--- config.mk ---
export PLATFORM = sky130hd
export DESIGN_NAME = drbg_xoshiro
export DESIGN_NICKNAME = d
export VERILOG_FILES = /design/src/rtl/drbg_pkg.sv /design/src/rtl/drbg_xoshiro_step.sv /design/src/rtl/drbg_xoshiro.sv
export SDC_FILE = /design/constraint.sdc
export NUM_CORES = 2
export LEC_CHECK = 0
export CAP_MARGIN = 10
export CORE_ASPECT_RATIO = 0.8
export CORE_MARGIN = 4
export CORE_UTILIZATION = 58
export DETAILED_ROUTE_END_ITERATION = 10
export GPL_ROUTABILITY_DRIVEN = 0
export MAX_ROUTING_LAYER = met4
export PLACE_DENSITY = 0.82
export SYNTH_ARGS = -nofsm -noshare
export SYNTH_HDL_FRONTEND = slang
export SYNTH_HIERARCHICAL = 1
export SYNTH_SLANG_ARGS = --single-unit
--- constraint.sdc ---
create_clock -name clk -period 7.6 [get_ports clk]
set_clock_uncertainty 0.1 [all_clocks]
set_input_delay 0.76 -clock clk [delete_from_list [all_inputs] [get_ports clk]]
set_output_delay 0.76 -clock clk [all_outputs]
set_load 0.01 [all_outputs]
--- src/rtl/drbg_pkg.sv ---
// drbg_pkg: shared types and constants for the xoshiro256** DRBG stage.
// FSM state encoding, xoshiro rotation/multiplier constants and the
// default reseed interval / retry limit used by drbg_xoshiro.
package drbg_pkg;

  typedef enum logic [2:0] {
    ST_REQ   = 3'd0,
    ST_WAIT  = 3'd1,
    ST_PRIME = 3'd2,
    ST_RUN   = 3'd3,
    ST_FAULT = 3'd4
  } drbg_state_e;

  // xoshiro256** constants
  localparam int unsigned ROT_SCRAMBLE = 7;
  localparam int unsigned SHL_STEP     = 17;
  localparam int unsigned ROT_STEP     = 45;
  localparam logic [63:0] MUL_PRE      = 64'd5;
  localparam logic [63:0] MUL_POST     = 64'd9;

  localparam int unsigned DEFAULT_RESEED_INTERVAL = 1024;
  localparam int unsigned DEFAULT_MAX_SEED_RETRY  = 3;

  // 64-bit rotate left by a non-zero constant amount
  function automatic logic [63:0] rotl64(input logic [63:0] x, input int unsigned k);
    return (x << k) | (x >> (64 - k));
  endfunction

endpackage

--- src/rtl/drbg_xoshiro_step.sv ---
// xoshiro256ss_step: purely combinational xoshiro256** update.
// Produces the next state (s0..s3) and the scrambled output word
// derived from the current s1.
module xoshiro256ss_step
  import drbg_pkg::*;
(
  input  logic [63:0] s0,
  input  logic [63:0] s1,
  input  logic [63:0] s2,
  input  logic [63:0] s3,
  output logic [63:0] s0_next,
  output logic [63:0] s1_next,
  output logic [63:0] s2_next,
  output logic [63:0] s3_next,
  output logic [63:0] word
);

  logic [63:0] t_s;
  logic [63:0] a2_s;
  logic [63:0] a3_s;
  logic [63:0] mul_pre_s;
  logic [63:0] rot_s;

  // State transition, each line consuming the values updated by the previous one
  always_comb begin
    t_s     = s1 << SHL_STEP;
    a2_s    = s2 ^ s0;
    a3_s    = s3 ^ s1;
    s1_next = s1 ^ a2_s;
    s0_next = s0 ^ a3_s;
    s2_next = a2_s ^ t_s;
    s3_next = rotl64(a3_s, ROT_STEP);
  end

  // Output scrambler: rotl(s1*5, 7)*9, products truncated to 64 bits
  always_comb begin
    mul_pre_s = s1 * MUL_PRE;
    rot_s     = rotl64(mul_pre_s, ROT_SCRAMBLE);
    word      = rot_s * MUL_POST;
  end

endmodule

--- src/rtl/drbg_xoshiro.sv ---
// drbg_xoshiro: seeded xoshiro256** DRBG with valid/ready output stream.
// Requests a 256-bit seed, rejects all-zero seeds (retrying up to
// MAX_SEED_RETRY times before a sticky fault), primes the generator and
// streams 64-bit words, reseeding every RESEED_INTERVAL words or on request.
// Optional feature macro: DRBG_SEED_REPEAT_CHECK_EN -- also rejects a seed
// identical to the previously accepted one.
module drbg_xoshiro
  import drbg_pkg::*;
#(
  parameter int unsigned RESEED_INTERVAL = DEFAULT_RESEED_INTERVAL,
  parameter int unsigned MAX_SEED_RETRY  = DEFAULT_MAX_SEED_RETRY
) (
  input  logic         clk,
  input  logic         rst,
  output logic         seed_req,
  input  logic [255:0] seed_in,
  input  logic         seed_ready,
  input  logic         reseed_req,
  output logic         rnd_valid,
  input  logic         rnd_ready,
  output logic [63:0]  rnd_data,
  output logic         fault
);

  localparam logic [20:0] INTERVAL_C    = 21'(RESEED_INTERVAL);
  localparam logic [3:0]  RETRY_LIMIT_C = 4'(MAX_SEED_RETRY);

  drbg_state_e state_r;
  drbg_state_e state_next_s;

  logic [63:0] s0_r, s1_r, s2_r, s3_r;
  logic [63:0] s0_next_s, s1_next_s, s2_next_s, s3_next_s;
  logic [63:0] word_s;
  logic [63:0] out_r;
  logic [20:0] cnt_r;
  logic [20:0] cnt_inc_s;
  logic [3:0]  retry_r;
  logic [3:0]  retry_inc_s;
  logic        seed_bad_s;
  logic        handshake_s;

  xoshiro256ss_step u_step (
    .s0      (s0_r),
    .s1      (s1_r),
    .s2      (s2_r),
    .s3      (s3_r),
    .s0_next (s0_next_s),
    .s1_next (s1_next_s),
    .s2_next (s2_next_s),
    .s3_next (s3_next_s),
    .word    (word_s)
  );

`ifdef DRBG_SEED_REPEAT_CHECK_EN
  logic [255:0] prev_seed_r;

  // Remember the last accepted seed so an identical repeat can be rejected
  always_ff @(posedge clk or negedge rst) begin
    if (!rst) begin
      prev_seed_r <= 256'd0;
    end else if ((state_r == ST_WAIT) && seed_ready && !seed_bad_s) begin
      prev_seed_r <= seed_in;
    end else begin
      prev_seed_r <= prev_seed_r;
    end
  end

  // Zero seed (absorbing state) or a repeat of the previous seed is rejected
  always_comb begin
    seed_bad_s = (seed_in == 256'd0) || (seed_in == prev_seed_r);
  end
`else
  // Zero seed is rejected: the all-zero xoshiro state never leaves zero
  always_comb begin
    seed_bad_s = (seed_in == 256'd0);
  end
`endif

  // Handshake and counter increments shared by FSM and datapath
  always_comb begin
    handshake_s = (state_r == ST_RUN) && rnd_ready;
    cnt_inc_s   = cnt_r + 21'd1;
    retry_inc_s = retry_r + 4'd1;
  end

  // Next-state logic
  always_comb begin
    state_next_s = state_r;
    case (state_r)
      ST_REQ: begin
        state_next_s = ST_WAIT;
      end
      ST_WAIT: begin
        if (seed_ready) begin
          if (seed_bad_s) begin
            if (retry_inc_s >= RETRY_LIMIT_C) begin
              state_next_s = ST_FAULT;
            end else begin
              state_next_s = ST_REQ;
            end
          end else begin
            state_next_s = ST_PRIME;
          end
        end else begin
          state_next_s = ST_WAIT;
        end
      end
      ST_PRIME: begin
        state_next_s = ST_RUN;
      end
      ST_RUN: begin
        if (reseed_req || (handshake_s && (cnt_inc_s == INTERVAL_C))) begin
          state_next_s = ST_REQ;
        end else begin
          state_next_s = ST_RUN;
        end
      end
      ST_FAULT: begin
        state_next_s = ST_FAULT;
      end
      default: begin
        state_next_s = ST_FAULT;
      end
    endcase
  end

  // FSM state register
  always_ff @(posedge clk or negedge rst) begin
    if (!rst) begin
      state_r <= ST_REQ;
    end else begin
      state_r <= state_next_s;
    end
  end

  // Generator state, output word, word counter and retry counter
  always_ff @(posedge clk or negedge rst) begin
    if (!rst) begin
      s0_r    <= 64'd0;
      s1_r    <= 64'd0;
      s2_r    <= 64'd0;
      s3_r    <= 64'd0;
      out_r   <= 64'd0;
      cnt_r   <= 21'd0;
      retry_r <= 4'd0;
    end else begin
      case (state_r)
        ST_WAIT: begin
          if (seed_ready && seed_bad_s) begin
            retry_r <= retry_inc_s;
          end else if (seed_ready) begin
            s0_r    <= seed_in[63:0];
            s1_r    <= seed_in[127:64];
            s2_r    <= seed_in[191:128];
            s3_r    <= seed_in[255:192];
            retry_r <= 4'd0;
          end else begin
            retry_r <= retry_r;
          end
        end
        ST_PRIME: begin
          out_r <= word_s;
          s0_r  <= s0_next_s;
          s1_r  <= s1_next_s;
          s2_r  <= s2_next_s;
          s3_r  <= s3_next_s;
          cnt_r <= 21'd0;
        end
        ST_RUN: begin
          // out_r only moves on a handshake, so rnd_data is stable while stalled
          if (handshake_s) begin
            out_r <= word_s;
            s0_r  <= s0_next_s;
            s1_r  <= s1_next_s;
            s2_r  <= s2_next_s;
            s3_r  <= s3_next_s;
            cnt_r <= cnt_inc_s;
          end else begin
            cnt_r <= cnt_r;
          end
        end
        default: begin
          cnt_r <= cnt_r;
        end
      endcase
    end
  end

  // seed_req is gated by rst so it reads 0 while reset is held even though
  // the FSM already sits in REQ, and rises as soon as reset is released
  assign seed_req  = (state_r == ST_REQ) && rst;
  assign rnd_valid = (state_r == ST_RUN);
  assign fault     = (state_r == ST_FAULT);
  assign rnd_data  = out_r;

endmodule

Word-level counts from Yosys, hierarchy flattened
Cells that the tools add are included.

$add $sub $neg: 2. Multipliers: 2. $lt $le $gt $ge: 1. Equal/unequal tests: 8. Mux-type cells: 27. Bitwise logic cells: 7. Reduce and logical (&&, ||, !) cells: 13.

Operator list (count): 64-bit two-way mux (13); 64-bit one-hot mux with 3 select lines (4); 64-bit bitwise XOR (5); 256-bit zero test (1); 64-bit one-hot mux with 2 select lines (1); 64-bit by 3-bit multiplier with 64-bit output, second input constant (1); 64-bit by 4-bit multiplier with 64-bit output, second input constant (1); 64-bit by 45-bit bitwise OR with 64-bit output (1); 64-bit by 7-bit bitwise OR with 64-bit output (1); 21-bit one-hot mux with 2 select lines (1); 21-bit by 1-bit adder with 21-bit output, second input constant (1); 21-bit by 11-bit equality test with 1-bit output, second input constant (1); 21-bit two-way mux (1); 3-bit one-hot mux with 4 select lines (1); 3-bit two-way mux (3); 4-bit two-way mux (2); 3-bit by 2-bit equality test with 1-bit output, second input constant (2); 4-bit by 1-bit adder with 4-bit output, second input constant (1); 4-bit by 2-bit >= comparator with 1-bit output, second input constant (1); 1-bit logical AND (4); 2-bit != test, second input constant (2); 2-bit AND reduction (2); 4-bit AND reduction (1); 2-bit nonzero test (2); 7 further kinds (7).

Bits in registers: 348. Input port bits: 261. Output and inout port bits: 67. Word-level logic and storage cells: 68.

Depth between registers and ports, before layout
Depth after elaboration: 6. Gate-level depth with buffers: 28.

Modules after synthesis
The synthesis kept the hierarchy.

By module, submodules not included: drbg_xoshiro (times used 1, cells an instance 1935, area each 17285.3 um2, seq. area each 8708.4 um2); xoshiro256ss_step (times used 1, cells an instance 1428, area each 10943.0 um2, seq. area each 0.0 um2).

Least setup slack after synthesis
No wires, ideal clock.

Path kind: register to register. From: reg s1_r[1]. To: reg out_r[52] (netlist: rnd_data[52]). Library setup time: 117 ps. Arrival: 6476 ps. Data required time: 7383 ps. Setup slack: 906 ps. Stages on the path, launching flop included: 29. Path buffers: 0. Period minus slack after synthesis: 6694 ps. Cells stage by stage: dfrtp_1 > ha_1 > ha_1 > fa_1 > a211oi_1 > nor3_1 > nor4_1 > nor2_1 > a211oi_1 > o21a_1 > o21ai_1 > a21o_1 > a221oi_1 > xnor2_1 > ha_1 > ha_1 > fa_1 > a21o_1 > a21oi_2 > o21ai_2 > a2111oi_4 > o21ai_2 > a311o_1 > a221o_1 > a21oi_2 > o41ai_1 > xor2_1 > nand2_1 > nand2_1.

Word-level cells in the longest chain between the ends: 5.

Ends and longest elaborated chain: start, declared (RTL line drbg_xoshiro.sv:31) `logic [63:0] s0_r, s1_r, s2_r, s3_r;`; start signal, assigned (RTL line drbg_xoshiro.sv:153) `s1_r <= seed_in[127:64];`; start signal, assigned (RTL line drbg_xoshiro.sv:164) `s1_r <= s1_next_s;`; start signal, assigned (RTL line drbg_xoshiro.sv:174) `s1_r <= s1_next_s;`; 64-bit by 3-bit multiplier with 64-bit output (*) (RTL line drbg_xoshiro_step.sv:37) `mul_pre_s = s1 * MUL_PRE;`; 64-bit by 7-bit bitwise OR with 64-bit output (*) (RTL line drbg_pkg.sv:26) `return (x << k) | (x >> (64 - k));`; 64-bit by 4-bit multiplier with 64-bit output (*) (RTL line drbg_xoshiro_step.sv:39) `word = rot_s * MUL_POST;`; net word_s[52] (RTL line drbg_xoshiro.sv:33) `logic [63:0] word_s;`; 64-bit two-way mux (RTL line drbg_xoshiro.sv:171) `if (handshake_s) begin`; 64-bit one-hot mux with 2 select lines (*) (RTL line drbg_xoshiro.sv:147) `case (state_r)`; end signal, assigned (RTL line drbg_xoshiro.sv:162) `out_r <= word_s;`; end signal, assigned (RTL line drbg_xoshiro.sv:172) `out_r <= word_s;`; end, declared (RTL line drbg_xoshiro.sv:34) `logic [63:0] out_r;`.

Mark *: on every way through the listed nets, which the timed path passes. The rest lies on a longest branch. The select of a mux whose other input is x is not followed. A chain may end at the register's enable or synchronous reset.

Final worst setup path
From: reg s1_r[7]. To: reg out_r[52] (netlist: rnd_data[52]).

The elaborated chain is that of the path after synthesis.

==> results.sh <==
export IMPL_setup_viol=0
export IMPL_seq_area_frac_synth=0.308
export IMPL_dp_cells=4212
export IMPL_synth_avg_cell_area_sq_um=8.39
export IMPL_via_count=26252
export IMPL_grt_overflow=0
export IMPL_die_area_sq_um=52300
export IMPL_critPathKind="flop to flop"
export IMPL_status="finished, final reports clean"
export IMPL_grtUsageTotal=0.352
export IMPL_clockBufferDepth=3
export IMPL_cts_tree="done"
export IMPL_period_minus_slack_ps=7320
export IMPL_cts_buffers=37
export IMPL_num_rows=72
export IMPL_period_share=0.964
export IMPL_slew_headroom=0.122
export IMPL_wirelength_mm=92.7
export IMPL_clk_pin_slew_ps=60
export IMPL_synth_cell_types=69
export IMPL_hpwlAfterDp_mm=71.8
export IMPL_setup_tns_ps=0
export IMPL_grt_pass1_vias=24729
export IMPL_min_path_type="input port to asynchronous set/reset pin"
export IMPL_drt_pass1_iter_count=6
export IMPL_grt_max_degree=204
export IMPL_arrival_ps=7660
export IMPL_route_detailed_drc=0
export IMPL_multiInputGateArea_sq_um=18800
export IMPL_initial_core_util=0.586
export IMPL_cts_hold_buf=0
export IMPL_syn_cell_area_sq_um=28200
export IMPL_grt_pass1_wl_mm=141
export IMPL_regArea_sq_um=8710
export IMPL_worstSetupStartpointType="flop"
export IMPL_cts_root_buffer="clkbuf_16"
export IMPL_fill_cells=3700
export IMPL_place_area_sq_um=32000
export IMPL_viasPerCell=6.13
export IMPL_final_nets=4131
export IMPL_insertion_delay_ps=560
export IMPL_async_flop_share=1.00
export IMPL_crit_fanout=6
export IMPL_design_core_area_sq_um=48200
export IMPL_cp_required_ps=7940
export IMPL_drive_gt1_frac=0.106
export IMPL_die_h_um=205
export IMPL_synth_edf_count=0
export IMPL_worstMarginPinSlew_ps=1300
export IMPL_antenna_left=0
export IMPL_final_common_cell="nand2_1"
export IMPL_ios=328
export IMPL_portBuffers=327
export IMPL_fmax_mhz=137
export IMPL_die_w_um=255
export IMPL_layout_common_cells="nand2_1 (1090), dfrtp_1 (347), clkdlybuf4s50_1 (326)"
export IMPL_htree_levels=2
export IMPL_fin_cells=4284
export IMPL_antenna_found_initial=2
export IMPL_cts_sinks=348
export IMPL_wire_per_inst_um=21.6
export IMPL_synth_seq_cells=348
export IMPL_synth_top_flop_cell="dfrtp_1"
export IMPL_hold_slack_ps=154
export IMPL_maxCapViolations=0
export IMPL_ys_warn_count=6
export IMPL_hold_viol_final=0
export IMPL_slew_violations=0
export IMPL_fin_area_sq_um=33400
export IMPL_end_kind="flop"
export IMPL_area_growth_synth_to_final_pct=18.2
export IMPL_drt_iter0_markers=3014
export IMPL_synth_cells=3363
export IMPL_syn_num_nets=3869
[what timing repair did]
| action | in CTS | in global routing |
|---|---|---|
| endpoints found under the hold margin | 0 | 0 |
| setup endpoints to repair | 0 | 19 |
| setup buffers | 0 | 3 |
| resized for setup | 0 | 12 |
[layout make-up]
| type | instances | share of cell area |
|---|---|---|
| multi-input combinational | 2833 | 0.564 |
| sequential | 348 | 0.261 |
| timing repair buffer | 364 | 0.108 |
| clock buffer | 49 | 0.0309 |
| tap | 629 | 0.0236 |
| clock inverter | 17 | 0.00858 |
| inverter | 41 | 0.00461 |
| antenna | 3 | 0.000225 |
[metrics by stage]
stage                     utilization  worst slack, ps
after floorplan                     -              906
after global placement          0.663              295
after detailed placement        0.663              186
after CTS                       0.691              138
after global routing            0.692            -38.0
final                           0.693              277
[Yosys cell counts, types with 54 or more instances]
cell,count,area (sq um)
a21o_1,54,405
a21oi_1,146,731
nor4_1,78,488
clkbuf_1,111,417
xnor2_1,228,2000
dfrtp_1,348,8710
mux2_2,259,2920
nand2_1,1090,4090
o21ai_0,91,455
xor2_1,196,1720
nor2_1,91,342
ha_1,243,3040
[cells by family after synthesis]
logic type / count (synthesis) / share of synthesized area
AOI/OAI and AO/OA: 471 / 0.107
xor gates and xnor gates: 424 / 0.132
adders and majority gates: 245 / 0.109
buffers and inverters: 182 / 0.0288
DFF: 348 / 0.308
muxes: 262 / 0.104
and+or+nand+nor: 1431 / 0.211
[state kept, by name, indices dropped and copies added, names as in the netlist]
signal,count
rnd_data,64
s0_r,64
s1_r,64
s2_r,64
s3_r,64
cnt_r,21
retry_r,4
state_r,3
[worst paths after layout]
path / slack (ps) / from / to / depth (start not counted)
min in group clk: 370 / rnd_data[62]$_DFFE_PN0P_ / rnd_data[62]$_DFFE_PN0P_ / 2
max reg2reg: 280 / s1_r[7]$_DFFE_PN0P_ / rnd_data[52]$_DFFE_PN0P_ / 26
max: 280 / s1_r[7]$_DFFE_PN0P_ / rnd_data[52]$_DFFE_PN0P_ / 26
min: 150 / rst / state_r[0]$_DFF_PN0_ / 1
min reg2reg: 370 / rnd_data[62]$_DFFE_PN0P_ / rnd_data[62]$_DFFE_PN0P_ / 2
max in group asynchronous: 5070 / rst / s1_r[3]$_DFFE_PN0P_ / 3
[critical path, stage by stage, from the launching register on]
cell and delay [ps]:
dfrtp_1 620, ha_1 340, ha_1 360, o21ai_0 130, o21bai_1 150, a21oi_1 110
o21ai_0 430, a31oi_1 250, a21oi_1 390, a21oi_1 160, a221oi_1 470, a221oi_1 200
xnor2_1 330, ha_1 300, ha_1 340, a21o_1 210, a21oi_2 190, o21ai_2 130
a2111oi_4 450, o21ai_2 130, a311o_1 400, a221o_2 420, a21oi_4 200, o41ai_1 100
xor2_1 150, nand2_1 70, nand2_1 50
[per-layer routing]
layer | GRT usage | part of all wire | vias up
li1 | - | - | 12070
met1 | 0.480 | 0.41 | 12506
met2 | 0.513 | 0.43 | 1413
met3 | 0.0868 | 0.12 | 263
met4 | 0.129 | 0.044 | 0
met5 | - | 0 | -
Power is left out: the tool's default activity adds up to more than one toggle a clock period on the data nets, which glitch-free logic cannot reach.
